==> src/rtl/riscv_seq_pkg.sv <==
// Shared definitions for the RV32I-subset multi-cycle core.
// Holds the sequencer state encoding, the major opcode constants (shared
// with the control decoder), the MEM_SEL address-source encodings, and a
// helper that classifies opcodes which finish through writeback.
package riscv_seq_pkg;

    typedef enum logic [2:0] {
        ST_IDLE   = 3'd0,
        ST_FETCH  = 3'd1,
        ST_DECODE = 3'd2,
        ST_EXEC   = 3'd3,
        ST_MEM    = 3'd4,
        ST_WB     = 3'd5,
        ST_TRAP   = 3'd6
    } seq_state_e;

    localparam logic [6:0] OP_LOAD   = 7'b0000011;
    localparam logic [6:0] OP_ITYPE  = 7'b0010011;
    localparam logic [6:0] OP_STORE  = 7'b0100011;
    localparam logic [6:0] OP_RTYPE  = 7'b0110011;
    localparam logic [6:0] OP_LUI    = 7'b0110111;
    localparam logic [6:0] OP_BRANCH = 7'b1100011;
    localparam logic [6:0] OP_JALR   = 7'b1100111;
    localparam logic [6:0] OP_JAL    = 7'b1101111;

    localparam logic MEM_SEL_PC   = 1'b0;
    localparam logic MEM_SEL_DATA = 1'b1;

    // Opcodes that skip the data-memory step and go straight to writeback.
    function automatic logic is_wb_op(input logic [6:0] op);
        return (op == OP_ITYPE)  || (op == OP_RTYPE) || (op == OP_LUI) ||
               (op == OP_JALR)   || (op == OP_BRANCH) || (op == OP_JAL);
    endfunction

endpackage

==> src/rtl/mem_wait_timer.sv <==
// Memory wait timer.
// Counts cycles a memory request has gone unanswered and flags when the
// count has reached LIMIT-1, i.e. the current cycle is the last one allowed.
// Ports:
//   clk_i      rising-edge clock
//   rst_i      synchronous active-high reset
//   clr_i      clear count to zero (takes priority over en_i)
//   en_i       count one more unanswered cycle
//   expired_o  count has reached LIMIT-1
module mem_wait_timer #(
    parameter int LIMIT = 16
) (
    input  logic clk_i,
    input  logic rst_i,
    input  logic clr_i,
    input  logic en_i,
    output logic expired_o
);

    localparam logic [7:0] LAST = 8'(LIMIT - 1);

    logic [7:0] cnt_q;
    logic [7:0] cnt_d;

    // Saturating at LAST keeps the flag asserted if the caller lingers.
    always_comb begin
        cnt_d = cnt_q;
        if (clr_i) begin
            cnt_d = 8'd0;
        end else if (en_i && (cnt_q != LAST)) begin
            cnt_d = cnt_q + 8'd1;
        end
    end

    always_ff @(posedge clk_i) begin
        if (rst_i) begin
            cnt_q <= 8'd0;
        end else begin
            cnt_q <= cnt_d;
        end
    end

    assign expired_o = (cnt_q == LAST);

endmodule

==> src/rtl/multicycle_sequencer.sv <==
// Multi-cycle instruction sequencer for the RV32I-subset core.
// Steps each instruction through FETCH, DECODE, EXEC, MEM, WB over one
// shared memory port, gates decoder write requests into the right cycle,
// counts retired instructions and traps on illegal opcodes or memory
// timeouts.
// Ports:
//   CLK, RST      clock, synchronous active-high reset
//   RUN           enable, sampled only at instruction boundaries
//   OP_CODE       opcode from the instruction register
//   CRF, CDM      decoder register-file / data-memory write requests
//   MEM_ACK       memory completion (meaningful only while MEM_REQ=1)
//   MEM_REQ/SEL/WE  memory request, address source, write strobe
//   IR_LD, PC_WE, RF_WE  datapath load/commit strobes
//   FAULT         sticky trap flag
//   RETIRED       retired-instruction count (wraps)
module multicycle_sequencer
    import riscv_seq_pkg::*;
#(
    parameter int TIMEOUT = 16,
    parameter int CNT_W   = 32
) (
    input  logic             CLK,
    input  logic             RST,
    input  logic             RUN,
    input  logic [6:0]       OP_CODE,
    input  logic             CRF,
    input  logic             CDM,
    input  logic             MEM_ACK,
    output logic             MEM_REQ,
    output logic             MEM_SEL,
    output logic             MEM_WE,
    output logic             IR_LD,
    output logic             PC_WE,
    output logic             RF_WE,
    output logic             FAULT,
    output logic [CNT_W-1:0] RETIRED
);

    seq_state_e       state_q;
    seq_state_e       state_d;
    logic [CNT_W-1:0] retired_q;
    logic [CNT_W-1:0] retired_d;

    logic in_req;
    logic expired;
    logic is_store;

    assign in_req   = (state_q == ST_FETCH) || (state_q == ST_MEM);
    assign is_store = (OP_CODE == OP_STORE);

    // Clearing on ack (not only on entry) covers the store case where MEM
    // hands straight over to the next FETCH.
    mem_wait_timer #(
        .LIMIT(TIMEOUT)
    ) u_timer (
        .clk_i    (CLK),
        .rst_i    (RST),
        .clr_i    (!in_req || MEM_ACK),
        .en_i     (in_req && !MEM_ACK),
        .expired_o(expired)
    );

    always_comb begin
        state_d = state_q;
        case (state_q)
            ST_IDLE: begin
                if (RUN) state_d = ST_FETCH;
            end
            ST_FETCH: begin
                // Ack beats the timeout when both land in the same cycle.
                if (MEM_ACK)      state_d = ST_DECODE;
                else if (expired) state_d = ST_TRAP;
            end
            ST_DECODE: state_d = ST_EXEC;
            ST_EXEC: begin
                if ((OP_CODE == OP_LOAD) || is_store) state_d = ST_MEM;
                else if (is_wb_op(OP_CODE))           state_d = ST_WB;
                else                                  state_d = ST_TRAP;
            end
            ST_MEM: begin
                if (MEM_ACK) begin
                    if (is_store) state_d = RUN ? ST_FETCH : ST_IDLE;
                    else          state_d = ST_WB;
                end else if (expired) begin
                    state_d = ST_TRAP;
                end
            end
            ST_WB:   state_d = RUN ? ST_FETCH : ST_IDLE;
            ST_TRAP: state_d = ST_TRAP;
            default: state_d = ST_IDLE;
        endcase
    end

    always_comb begin
        MEM_REQ = 1'b0;
        MEM_SEL = MEM_SEL_PC;
        MEM_WE  = 1'b0;
        IR_LD   = 1'b0;
        PC_WE   = 1'b0;
        RF_WE   = 1'b0;
        FAULT   = 1'b0;
        case (state_q)
            ST_FETCH: begin
                MEM_REQ = 1'b1;
                IR_LD   = MEM_ACK;
            end
            ST_MEM: begin
                MEM_REQ = 1'b1;
                MEM_SEL = MEM_SEL_DATA;
                MEM_WE  = CDM;
                PC_WE   = MEM_ACK && is_store;
            end
            ST_WB: begin
                RF_WE = CRF;
                PC_WE = 1'b1;
            end
            ST_TRAP: FAULT = 1'b1;
            default: ;
        endcase
    end

    // Every retirement coincides with the PC commit.
    always_comb begin
        retired_d = retired_q;
        if (PC_WE) retired_d = retired_q + CNT_W'(1);
    end

    always_ff @(posedge CLK) begin
        if (RST) begin
            state_q   <= ST_IDLE;
            retired_q <= '0;
        end else begin
            state_q   <= state_d;
            retired_q <= retired_d;
        end
    end

    assign RETIRED = retired_q;

endmodule
==> config.mk <==
export PLATFORM = sky130hd
export DESIGN_NAME = multicycle_sequencer
export DESIGN_NICKNAME = d
export VERILOG_FILES = /design/src/rtl/riscv_seq_pkg.sv /design/src/rtl/mem_wait_timer.sv /design/src/rtl/multicycle_sequencer.sv
export SDC_FILE = /design/constraint.sdc
export NUM_CORES = 1
export LEC_CHECK = 0
export BUFFER_PORTS_ARGS = -buffer_cell sky130_fd_sc_hd__buf_4
export CORE_MARGIN = 1.5
export CORE_UTILIZATION = 40
export CTS_BUF_LIST = sky130_fd_sc_hd__clkbuf_2 sky130_fd_sc_hd__clkbuf_4 sky130_fd_sc_hd__clkbuf_8
export DETAILED_ROUTE_END_ITERATION = 8
export SLEW_MARGIN = 20
export SYNTH_ARGS = -nofsm -noshare
export SYNTH_HDL_FRONTEND = slang
export SYNTH_SLANG_ARGS = --single-unit
==> constraint.sdc <==
create_clock -name CLK -period 2 [get_ports CLK]
set_clock_uncertainty 0.2 [all_clocks]
set_input_delay 0.3 -clock CLK [delete_from_list [all_inputs] [get_ports CLK]]
set_output_delay 0.3 -clock CLK [all_outputs]
set_load 0.05 [all_outputs]
* Word-level counts from Yosys, hierarchy flattened *
Cells that the tools add are included.

operators by class
  equal/unequal tests = 17
  shift-type cells = 0
  order comparisons = 0
  mux-type cells = 16
  reduce and logical (&&, ||, !) cells = 16
  bitwise operators = 0
  add/subtract/negate cells = 2
  divide/modulo/power cells = 0
  $mul = 0

operators by type and width
  cell                   number
  $add 32x1->32 const B  1
  $eq 7x6->1 const B     3
  $eq 7x7->1 const B     3
  $pmux 3 s7             1
  $mux 3                 5
  $eq 3x3->1 const B     3
  $add 8x1->8 const B    1
  $eq 8x4->1 const B     1
  $logic_or 1x1->1       8
  $ne 8x4->1 const B     1
  $eq 7x2->1 const B     1
  $eq 7x5->1 const B     1
  $mux 1                 7
  $eq 3x2->1 const B     2
  $mux 2                 2
  $reduce_or 2->1        2
  $eq 3x1->1 const B     1
  $logic_and 1x1->1      3
  $logic_not 3->1        1
  $logic_not 1->1        2
  $ne 2x2->1 const B     1
  $pmux 1 s2             1

storage, ports and cells
  bits in registers = 43
  latch bits = 0
  memory bits (read-only) = 0
  memories = 0
  memory bits (writable) = 0

* Longest topological paths before layout *
Gate-level depths: netlist of the first run.

  depth after elaboration = 9
  mapped depth = 7

* Modules after synthesis *
From an unflattened synthesis of the first run, not the netlist that was laid out.

second synthesis, totals
  cells, all modules = 277
  area, all modules = 2338.5 µm²

modules (own cells, without submodules)
  module                area each (µm²)  sequential area each (µm²)  cells each  instances
  multicycle_sequencer  1859.3           700.7                       226         1
  mem_wait_timer        479.2            160.2                       51          1

* Least setup slack after synthesis of the first run *
Ideal clock, no wire load.

  path type = reg-to-reg
  start point = register retired_q[6], in the netlist RETIRED[6]
  end point = register retired_q[20], in the netlist RETIRED[20]
  stages on the path, launching flop included = 6
  clock period less this slack = 2.399 ns
  setup time = 0.115 ns
  data arrival time = 2.084 ns
  slack = -0.399 ns
  path through = dfxtp_1 nand3_1 nor4_4 nand2_4 o31a_1 o21ba_2

between the ends
  cells in the longest elaborated chain, start to end = 1

ends and longest elaborated chain
  element                 RTL line                     text
  from (decl)             multicycle_sequencer.sv:41   logic [CNT_W-1:0] retired_q;
  from (signal assigned)  multicycle_sequencer.sv:134  retired_q <= retired_d;
  $add 32x1->32           multicycle_sequencer.sv:125  if (PC_WE) retired_d = retired_q + CNT_W'(1);

No other way between the ends.
A chain may end at the register's enable or synchronous reset.

* Worst setup path in the final report of the first run *
  start point = input OP_CODE[2]
  end point = output PC_WE

between the ends
  cells in the longest elaborated chain, start to end = 3

ends and longest elaborated chain
  element            RTL line                     text
  from (decl)        multicycle_sequencer.sv:25   input logic [6:0] OP_CODE,
  $eq 7x6->1         multicycle_sequencer.sv:49   assign is_store = (OP_CODE == OP_STORE);
  $logic_and 1x1->1  multicycle_sequencer.sv:111  PC_WE = MEM_ACK && is_store;
  $pmux 1 s2         multicycle_sequencer.sv:102  case (state_q)
  to (decl)          multicycle_sequencer.sv:33   output logic PC_WE,

No other way between the ends.

==> results.md, run 1 <==
- Max-slew violation count: 0
- Final Setup Violations: 0
- Largest net degree at the start of global routing: 38
- Share of layout cells above drive strength 1: 35.5%
- Peak Freq: 519 MHz
- Initial antenna violation count: 0
- CTS tree: built
- Max Root-Sink Buffers: 2
- Data arrival, critical path: 1.43 ns
- Hold slack: 0.194 ns
- Yosys cell types: 42
- Post-placement cell count: 405
- DR WL/cell: 13.3 microns
- GP Congestion: 0.857
- Hold Path Origin: OP_CODE[0]
- Yosys reg bits: 43
- Highest-count cells in the layout ignoring fill and taps: 70 x buf_4, 43 x nor2_1, 22 x xor2_1
- YS warnings: 0
- RSZ-0062 raised after global routing: no
- GRT busiest layer: met2
- Post-synthesis sequential area ratio: 37.6%
- Part of the power in registers: 51.1%
- Port Buf Inserts: 51
- Hold Crit Depth: 3
- Met1 Use GR: 26.0%
- Sink Count: 43
- CTS buffer count: 5
- Syn_nets: 287
- Synth top area share: 37.6%
- CTS clk-pin slew, worst paths: 0.08 ns
- Sw Share: 26.8%
- Int Pwr: 1.23 mW
- Met2 global-route usage: 28.8%
- Nature of the critical path endpoint: primary output
- Antenna Cells: 0
- Die Y: 78.6 microns
- Final setup TNS: 0 ns
- Site Rows: 27
- Pwr Density: 554 nW/um^2
- Clock Power Share: 35.0%
- Clock root buffer: clkbuf_8
- Fin crit share: 96.3%
- DRC: 0
- Fillers: 531
- Count of nets after finishing: 355
- H-tree levels: 2
- Clock latency on the worst-skew pair: 0.29 ns
- Final hold viol count: 0
- Hpwl dp: 4.05 mm
- Post-DRT Antenna Nets: 0
- Syn Std Cell Area: 2290 sq um
- Area delta synth->final: 33.0%
- Via count: 2207
- Die X: 78.6 microns
- Tightest Hold Check Type: in -> reg
- Vias/cell: 5.34
- Ranking of synthesized cells by area: dfxtp_1 38%, xor2_1 8.4%, nor2_1 7.4%
- Logic pwr share: 14.0%
- Commonest non-fill, non-tap cell in the layout: buf_4
- Leak: 1.22 nW
- Initial drt markers: 112
- Gr usage total: 18.8%
- Design Power: 1.69 mW
- Peak supply drop: 0.310 mV
- Hold_buf cts: 0
- Net Sw Power: 0.452 mW
- Min-Delay Endpoint: state_q[1]
- Synth Area per Inst: 8.41 sq um
- Yosys top cell by area: dfxtp_1
- Required @ worst endpoint: 1.50 ns
- Crit-path max FO: 8
- First-pass GRT wire length: 9.22 mm
- Core Region: 5510 sq um
- Met3 GRT Util: 3.60%
- Pre-antenna DRT Iters: 4
- IO Pins: 52
- Status: finished clean
- Final WL: 5.48 mm
- Slew HR: 73.6%
- Startpoint Class: primary input
- Mapped Cells: 272
- Initial Util: 41.6%
- Setup CP Type: in -> out
- R2r startpoint: RETIRED[3]
- FF-to-FF setup slack: 0.14 ns
- Max_cap viols: 0
- FF-to-FF path depth: 6
- Fin crit period: 1.93 ns
- Congestion Overflow GR: 0
- Worst-Margin Slew: 0.395 ns
- Die area: 6180 sq um
- Worst R2R End: RETIRED[18]
- Vias in the first global route: 1948
- Non-Filler Instances: 413
kinds of logic (layout without fill, tap and decap cells):
kind of cell	after synthesis	count (layout)	share of synthesized area, %
simple gates	144	144	35.0
compound gates	37	37	10.7
xor+xnor	30	30	11.5
flops	43	43	37.6
fa+ha+maj	2	2	1.09
buf+inv	16	85	4.16
per-stage QoR:
| stage | area, sq um | setup WS [ns] | utilization, % |
|---|---|---|---|
| 2_1_floorplan | 2390 | -0.0200 | - |
| 3_3_place_gp | 2940 | -0.0425 | 53.4 |
| 3_5_place_dp | 2940 | -0.0851 | 53.4 |
| 4_1_cts | 3040 | 0.0327 | 55.1 |
| 5_1_grt | 3040 | 0.0130 | 55.3 |
| 6_report | 3040 | 0.0738 | 55.3 |
power groups by stage:
stage	clock (mW)	combinational, mW	sequential, mW
2_1_floorplan	0	0.166	0.877
3_3_place_gp	0	0.236	0.881
3_5_place_dp	0	0.235	0.881
4_1_cts	0.611	0.236	0.860
5_1_grt	0.648	0.254	0.863
6_report	0.589	0.235	0.861
flip-flops by register name (all words and copies together), names as in the netlist:
signal / count
RETIRED: 32
u_timer.cnt_q: 8
state_q: 3
what timing repair did:
action	4_1_cts	5_1_grt
gates resized for setup	0	1
setup endpoints to repair	0	1
buffers inserted	0	0
synth_stat cells:
master and count:
nand2_4 2, nand4bb_1 1, and4_2 1, o211ai_1 1, or3_1 4, a41oi_1 1
and3_1 7, nor2b_1 1, o41ai_1 1, nor3_1 8, dfxtp_1 43, xnor2_1 8
and2_1 3, o31a_1 3, nor2_1 45, buf_4 1, inv_1 7, a211o_1 1
nand3b_1 2, a41o_2 1, buf_2 1, and3b_1 1, nand4_4 1, nand4_1 19
nand2_1 16, and4_1 2, ha_1 2, a32oi_1 1, clkbuf_8 3, nand2b_4 1
clkbuf_1 4, a31oi_1 2, xor2_1 22, nor4_4 2, a211oi_1 1, nand3_1 15
o21ba_2 3, o21ai_0 9, a21oi_1 12, nand2b_1 3, nor4_1 10, a311oi_1 1
worst max-delay path, stage by stage:
cell	delay [ns]
buf_4	0.12
nor4_2	0.26
buf_4	0.16
a41oi_1	0.10
buf_4	0.18
nor2_4	0.09
buf_4	0.20
layer usage:
layer | routed length (microns) | up-vias
met3 | 274 | 6
met1 | 2700 | 1022
met4 | 72 | 0
met2 | 2440 | 65
li1 | - | 1114
met5 | 0 | -
cell type report:
type	instances	area [sq um]	share of cell area [%]
multi-input cells	213	1390	45.6
inverters	7	26.3	0.863
repair buffers	70	526	17.3
clock inverters	1	5.00	0.164
well taps	72	90.1	2.96
clock buffers	7	90.1	2.96
flip-flops and latches	43	917	30.1
how the worst max path moves through the flow:
stage                     slack, ns       start     endpoint  cells after the start
final                          0.07  OP_CODE[2]        PC_WE                      7
after global placement        -0.04  OP_CODE[2]  RETIRED[20]                      7
after global routing           0.01  OP_CODE[2]        PC_WE                      7
after floorplan               -0.02  RETIRED[0]  RETIRED[20]                      6
after CTS                      0.03  OP_CODE[2]        PC_WE                      7
after detailed placement      -0.09  OP_CODE[2]  RETIRED[18]                      8
(Power assumes the default switching activity.)
==> run 2: changes to the inputs <==
--- a/config.mk
+++ b/config.mk
@@ -8,7 +8,7 @@
 export BUFFER_PORTS_ARGS = -buffer_cell sky130_fd_sc_hd__buf_4
 export CORE_MARGIN = 1.5
 export CORE_UTILIZATION = 40
-export CTS_BUF_LIST = sky130_fd_sc_hd__clkbuf_2 sky130_fd_sc_hd__clkbuf_4 sky130_fd_sc_hd__clkbuf_8
+export CTS_BUF_LIST = sky130_fd_sc_hd__clkbuf_4
 export DETAILED_ROUTE_END_ITERATION = 8
 export SLEW_MARGIN = 20
 export SYNTH_ARGS = -nofsm -noshare
==> run 2 against run 1 <==
Compared with the run above:
- largest cell class unchanged
- sequential cell count stayed put
- utilization is 0.64 points lower
- register-to-register slack worse by 0.02 ns
- total power is 9.0% lower
- combinational power hardly changed
- critical path depth stayed put
- via count is 0.82% lower
- global-route usage hardly changed
- wire length hardly changed
- die area stayed put
- critical endpoint unchanged
- critical path type unchanged
==> results.md, run 2 (synthesis results as in run 1) <==
- Leak: 1.20 nW (-1.4%)
- Fillers: 530 (-0.19%)
- Fin crit share: 96.3% (about the same)
- Tightest Hold Check Type: in -> reg
- FF-to-FF path depth: 6 (unchanged)
- Min-Delay Endpoint: state_q[1]
- Die Y: 78.6 microns (unchanged)
- Via count: 2189 (-0.82%)
- Commonest non-fill, non-tap cell in the layout: buf_4
- Vias/cell: 5.30 (-0.82%)
- Sink Count: 43 (unchanged)
- Max Root-Sink Buffers: 2 (unchanged)
- Dpl ws: -0.0851 ns (unchanged)
- Final WL: 5.48 mm (about the same)
- Crit-path max FO: 8 (unchanged)
- Final Util: 54.6% (-0.64 points)
- Vias in the first global route: 1947 (-0.051%)
- Die area: 6180 sq um (unchanged)
- Largest net degree at the start of global routing: 38 (unchanged)
- Hold Path Origin: OP_CODE[0]
- CTS buffer count: 5 (unchanged)
- Hold Crit Depth: 3 (unchanged)
- Peak Freq: 519 MHz (about the same)
- Peak supply drop: 0.270 mV (-13%)
- Final Setup Violations: 0 (unchanged)
- Max reg flops: 32 (unchanged)
- Met1 Use GR: 26.1% (+0.071 points)
- Fin crit period: 1.93 ns (-0.000671 ns)
- Max-slew violation count: 0 (unchanged)
- Hpwl dp: 4.05 mm (unchanged)
- Design Power: 1.53 mW (-9.0%)
- GRT busiest layer: met2
- Count of nets after finishing: 355 (unchanged)
- Non-Filler Instances: 413 (unchanged)
- Gr usage total: 18.8% (-0.024 points)
- Hold_buf cts: 0 (unchanged)
- Status: finished clean
- Antenna Cells: 0 (unchanged)
- Worst R2R End: RETIRED[18]
- Initial Util: 41.6% (unchanged)
- Required @ worst endpoint: 1.50 ns (about the same)
- GP Congestion: 0.857 (unchanged)
- Area delta synth->final: 31.4%
- H-tree levels: 2 (unchanged)
- Clock latency on the worst-skew pair: 0.36 ns (+0.07 ns)
- Pwr Density: 510 nW/um^2 (-8.0%)
- Setup CP Type: in -> out
- DR WL/cell: 13.3 microns (about the same)
- R2r startpoint: RETIRED[3]
- Initial antenna violation count: 0 (unchanged)
- Met3 GRT Util: 3.60% (unchanged)
- DRC: 0 (unchanged)
- Pre-antenna DRT Iters: 4 (unchanged)
- Post-placement cell count: 405 (unchanged)
- Final hold viol count: 0 (unchanged)
- Final worst slack: 0.0744 ns (+0.000671 ns)
- Max_cap viols: 0 (unchanged)
- FF-to-FF setup slack: 0.12 ns (-0.02 ns)
- Congestion Overflow GR: 0 (unchanged)
- CTS tree: built
- Share of layout cells above drive strength 1: 35.8% (+0.29 points)
- Hold slack: 0.126 ns (-0.0686 ns)
- Site Rows: 27 (unchanged)
- Post-DRT Antenna Nets: 0 (unchanged)
- Die X: 78.6 microns (unchanged)
- CTS clk-pin slew, worst paths: 0.12 ns (+0.04 ns)
- First-pass GRT wire length: 9.26 mm (+0.44%)
- Highest-count cells in the layout ignoring fill and taps: 69 x buf_4, 43 x nor2_1, 22 x xor2_1
- Initial drt markers: 104 (-7.1%)
- Nature of the critical path endpoint: primary output
- Data arrival, critical path: 1.43 ns (about the same)
- Worst-Margin Slew: 0.389 ns (-0.00605 ns)
- Core Region: 5510 sq um (unchanged)
- Met2 global-route usage: 28.9% (+0.086 points)
- Port Buf Inserts: 51 (unchanged)
- IO Pins: 52 (unchanged)
- Slew HR: 74.0% (+0.40 points)
- Clock root buffer: clkbuf_4
- Startpoint Class: primary input
[run 2: cell type report]
type                    count  area (sq um)  area share (%)
repair buffers             70           529            17.6
multi-input cells         213          1390            46.2
clock buffers               6          45.0            1.50
well taps                  72          90.1            3.00
flip-flops and latches     43           920            30.6
clock inverters             2          8.76           0.291
inverters                   7          26.3           0.874
[run 2: repair_timing]
| action | CTS | global route |
|---|---|---|
| endpoints found under the setup margin | 0 | 5 |
| hold endpoints to repair | 0 | 0 |
| gates resized for setup | 0 | 4 |
| buffers inserted | 0 | 0 |
[run 2: critical path: stages]
cell and delay (ns):
buf_4 0.12, nor4_2 0.26, buf_4 0.16, a41oi_1 0.10
buf_4 0.18, nor2_4 0.09, buf_4 0.20
[run 2: where the power goes]
part	leakage [nW]	internal [mW]	switching (mW)
clock network	0.0331	0.146	0.286
registers	0.363	0.851	0.0122
logic	0.806	0.0942	0.144
total	1.20	1.09	0.442
[run 2: per-layer routing]
layer	part of all wire (%)	vias up
li1	-	1118
met1	50	1005
met2	45	58
met3	4.5	8
met4	1.1	0
met5	0	-
[run 2: worst max-delay path by stage]
stage                              to       start  cells after the start
after CTS                     MEM_REQ  state_q[2]                      5
after floorplan           RETIRED[20]  RETIRED[0]                      6
after detailed placement  RETIRED[18]  OP_CODE[2]                      8
after global placement    RETIRED[20]  OP_CODE[2]                      7
final                           PC_WE  OP_CODE[2]                      7
after global routing            IR_LD  state_q[2]                      5
[run 2: stage by stage]
stage,setup TNS (ns),instance area (sq um)
floorplan,-0.0200,2390
global placement,-0.106,2940
detailed placement,-0.216,2940
CTS,0,3000
global route,-0.00406,3010
finish,0,3010
==> run 3: changes to the inputs <==
--- a/config.mk
+++ b/config.mk
@@ -6,6 +6,7 @@
 export NUM_CORES = 1
 export LEC_CHECK = 0
 export BUFFER_PORTS_ARGS = -buffer_cell sky130_fd_sc_hd__buf_4
+export CORE_ASPECT_RATIO = 0.9
 export CORE_MARGIN = 1.5
 export CORE_UTILIZATION = 40
 export CTS_BUF_LIST = sky130_fd_sc_hd__clkbuf_4
==> run 3 against run 2 <==
Compared with the run above:
- register-to-register slack about the same
- critical path type unchanged
- sequential share of layout area is essentially flat
- critical endpoint unchanged
- combinational power fell by 3%
- non-clock buffer count is the same
- cell area stayed put
==> results.md, run 3 (synthesis results as in run 1) <==
- Vias/cell: 5.23 (-1.4%)
- Commonest non-fill, non-tap cell in the layout: buf_4
- Clock Power Share: 28.4% (+0.2 points)
- Tightest Hold Check Type: in -> reg
- Crit-path max FO: 8 (unchanged)
- Congestion Overflow GR: 0 (unchanged)
- Gr usage total: 19.7% (+0.93 points)
- Area delta synth->final: 31.4% (unchanged)
- Int Pwr: 1.09 mW (+0.12%)
- Peak supply drop: 0.252 mV (-6.9%)
- Final hold viol count: 0 (unchanged)
- Via count: 2132 (-2.6%)
- Design Power: 1.53 mW (about the same)
- First-pass GRT wire length: 9.35 mm (+0.97%)
- Share of layout cells above drive strength 1: 36.1% (+0.29 points)
- FF-to-FF path depth: 5 (-1)
- Clock root buffer: clkbuf_4
- Post-cts resize count: 0 (unchanged)
- Sink Count: 43 (unchanged)
- Vias in the first global route: 1957 (+0.51%)
- Placed cell area: 2940 sq um (-0.21%)
- Initial antenna violation count: 0 (unchanged)
- Setup CP Type: in -> out
- Max Root-Sink Buffers: 2 (unchanged)
- Max reg flops: 32 (unchanged)
- Initial drt markers: 120 (+15%)
- Hold slack: 0.109 ns (-0.0166 ns)
- Fin crit share: 96.0% (-0.29 points)
- Fin area: 3010 sq um (unchanged)
- R2r startpoint: RETIRED[3]
- Startpoint Class: primary input
- Logic pwr share: 15.1% (-0.4 points)
- Nature of the critical path endpoint: primary output
- Net Sw Power: 0.439 mW (-0.64%)
- Max-slew violation count: 0 (unchanged)
- CTS tree: built
- H-tree levels: 2 (unchanged)
- IO Pins: 52 (unchanged)
- DRC: 0 (unchanged)
- Post-DRT Antenna Nets: 0 (unchanged)
- FF-to-FF setup slack: 0.11 ns (about the same)
- Min-Delay Endpoint: state_q[1]
- Fillers: 516 (-2.6%)
- Hold Path Origin: OP_CODE[0]
- Worst R2R End: RETIRED[20]
- RSZ-0062 raised after global routing: no
- Slew HR: 72.7% (-1.4 points)
- Peak Freq: 521 MHz (+0.30%)
- Hold_buf cts: 0 (unchanged)
- Final setup TNS: 0 ns (unchanged)
- Pre-antenna DRT Iters: 4 (unchanged)
- Postcts setup bufs: 0 (unchanged)
- Highest-count cells in the layout ignoring fill and taps: 67 x buf_4, 43 x nor2_1, 22 x xor2_1
- DR WL/cell: 13.4 microns (+0.71%)
- Clock latency on the worst-skew pair: 0.35 ns (about the same)
- Sw Share: 28.7% (-0.16 points)
- Antenna Cells: 0 (unchanged)
- Final Setup Violations: 0 (unchanged)
- Count of nets after finishing: 355 (unchanged)
- Fin crit period: 1.92 ns (-0.00583 ns)
- Die X: 82.7 microns (+5.2%)
- Leak: 1.20 nW (about the same)
- Data arrival, critical path: 1.42 ns (about the same)
- Initial Util: 42.5% (+0.98 points)
- Worst-Margin Slew: 0.410 ns (+0.0205 ns)
- Die Y: 74.8 microns (-4.9%)
- Largest net degree at the start of global routing: 38 (unchanged)
- GP Congestion: 0.808 (-5.8%)
- Post-placement cell count: 400 (-1.2%)
- Pwr Density: 509 nW/um^2 (about the same)
- Status: finished clean
- Port Buf Inserts: 51 (unchanged)
- Non-Filler Instances: 408 (-1.2%)
- Hpwl dp: 4.04 mm (-0.14%)
- Max_cap viols: 0 (unchanged)
- Hold Crit Depth: 3 (unchanged)
- Core Region: 5380 sq um (-2.3%)
- Site Rows: 25 (-7.4%)
- Part of the power in registers: 56.6% (+0.3 points)
- CTS buffer count: 5 (unchanged)
- Die area: 6180 sq um (about the same)
- Final WL: 5.46 mm (-0.51%)
- Required @ worst endpoint: 1.50 ns (about the same)
- CTS clk-pin slew, worst paths: 0.12 ns (about the same)
run 3: how the worst max path moves through the flow:
stage               cells after the start          end  slack (ns)        from
finish                                  7        PC_WE        0.08  OP_CODE[2]
global route                            6  RETIRED[20]      0.0003  RETIRED[0]
CTS                                     5       MEM_WE       0.006  state_q[1]
detailed placement                      8  RETIRED[15]       -0.06  OP_CODE[2]
global placement                        8  RETIRED[15]       -0.08  OP_CODE[2]
floorplan                               6  RETIRED[20]       -0.02  RETIRED[0]
run 3: stage by stage:
step | utilization (%) | setup WS (ns)
2_1_floorplan | - | -0.0200
3_3_place_gp | 54.6 | -0.0753
3_5_place_dp | 54.6 | -0.0629
4_1_cts | 55.6 | 0.00564
5_1_grt | 55.9 | 0.000334
6_report | 55.9 | 0.0803
run 3: area by class of cell:
class                   instances  area, sq um  share of cell area [%]
multi-input cells             213         1380                    46.0
flip-flops and latches         43          921                    30.6
repair buffers                 70          537                    17.8
well taps                      67         83.8                    2.79
clock buffers                   6         45.0                    1.50
inverters                       7         26.3                   0.874
clock inverters                 2         12.5                   0.416
run 3: power groups by stage:
stage,Combinational (mW),Sequential [mW],Clock [mW]
after global routing,0.255,0.870,0.491
final,0.231,0.866,0.434
after CTS,0.229,0.865,0.457
after global placement,0.227,0.885,0
after floorplan,0.166,0.877,0
after detailed placement,0.229,0.884,0
run 3: layer usage:
metal / global-route usage, % / vias to the layer above / routed length, microns
met3: 3.64 / 5 / 226
met2: 28.7 / 40 / 2230
met1: 29.1 / 970 / 2950
li1: - / 1117 / -
met5: 0 / - / 0
met4: 6.48 / 0 / 51
run 3: worst max-delay path, cell delays in order:
cell	delay, ns
buf_4	0.11
nor4_1	0.27
buf_4	0.16
a41oi_1	0.11
buf_4	0.19
nor2_4	0.10
buf_6	0.17
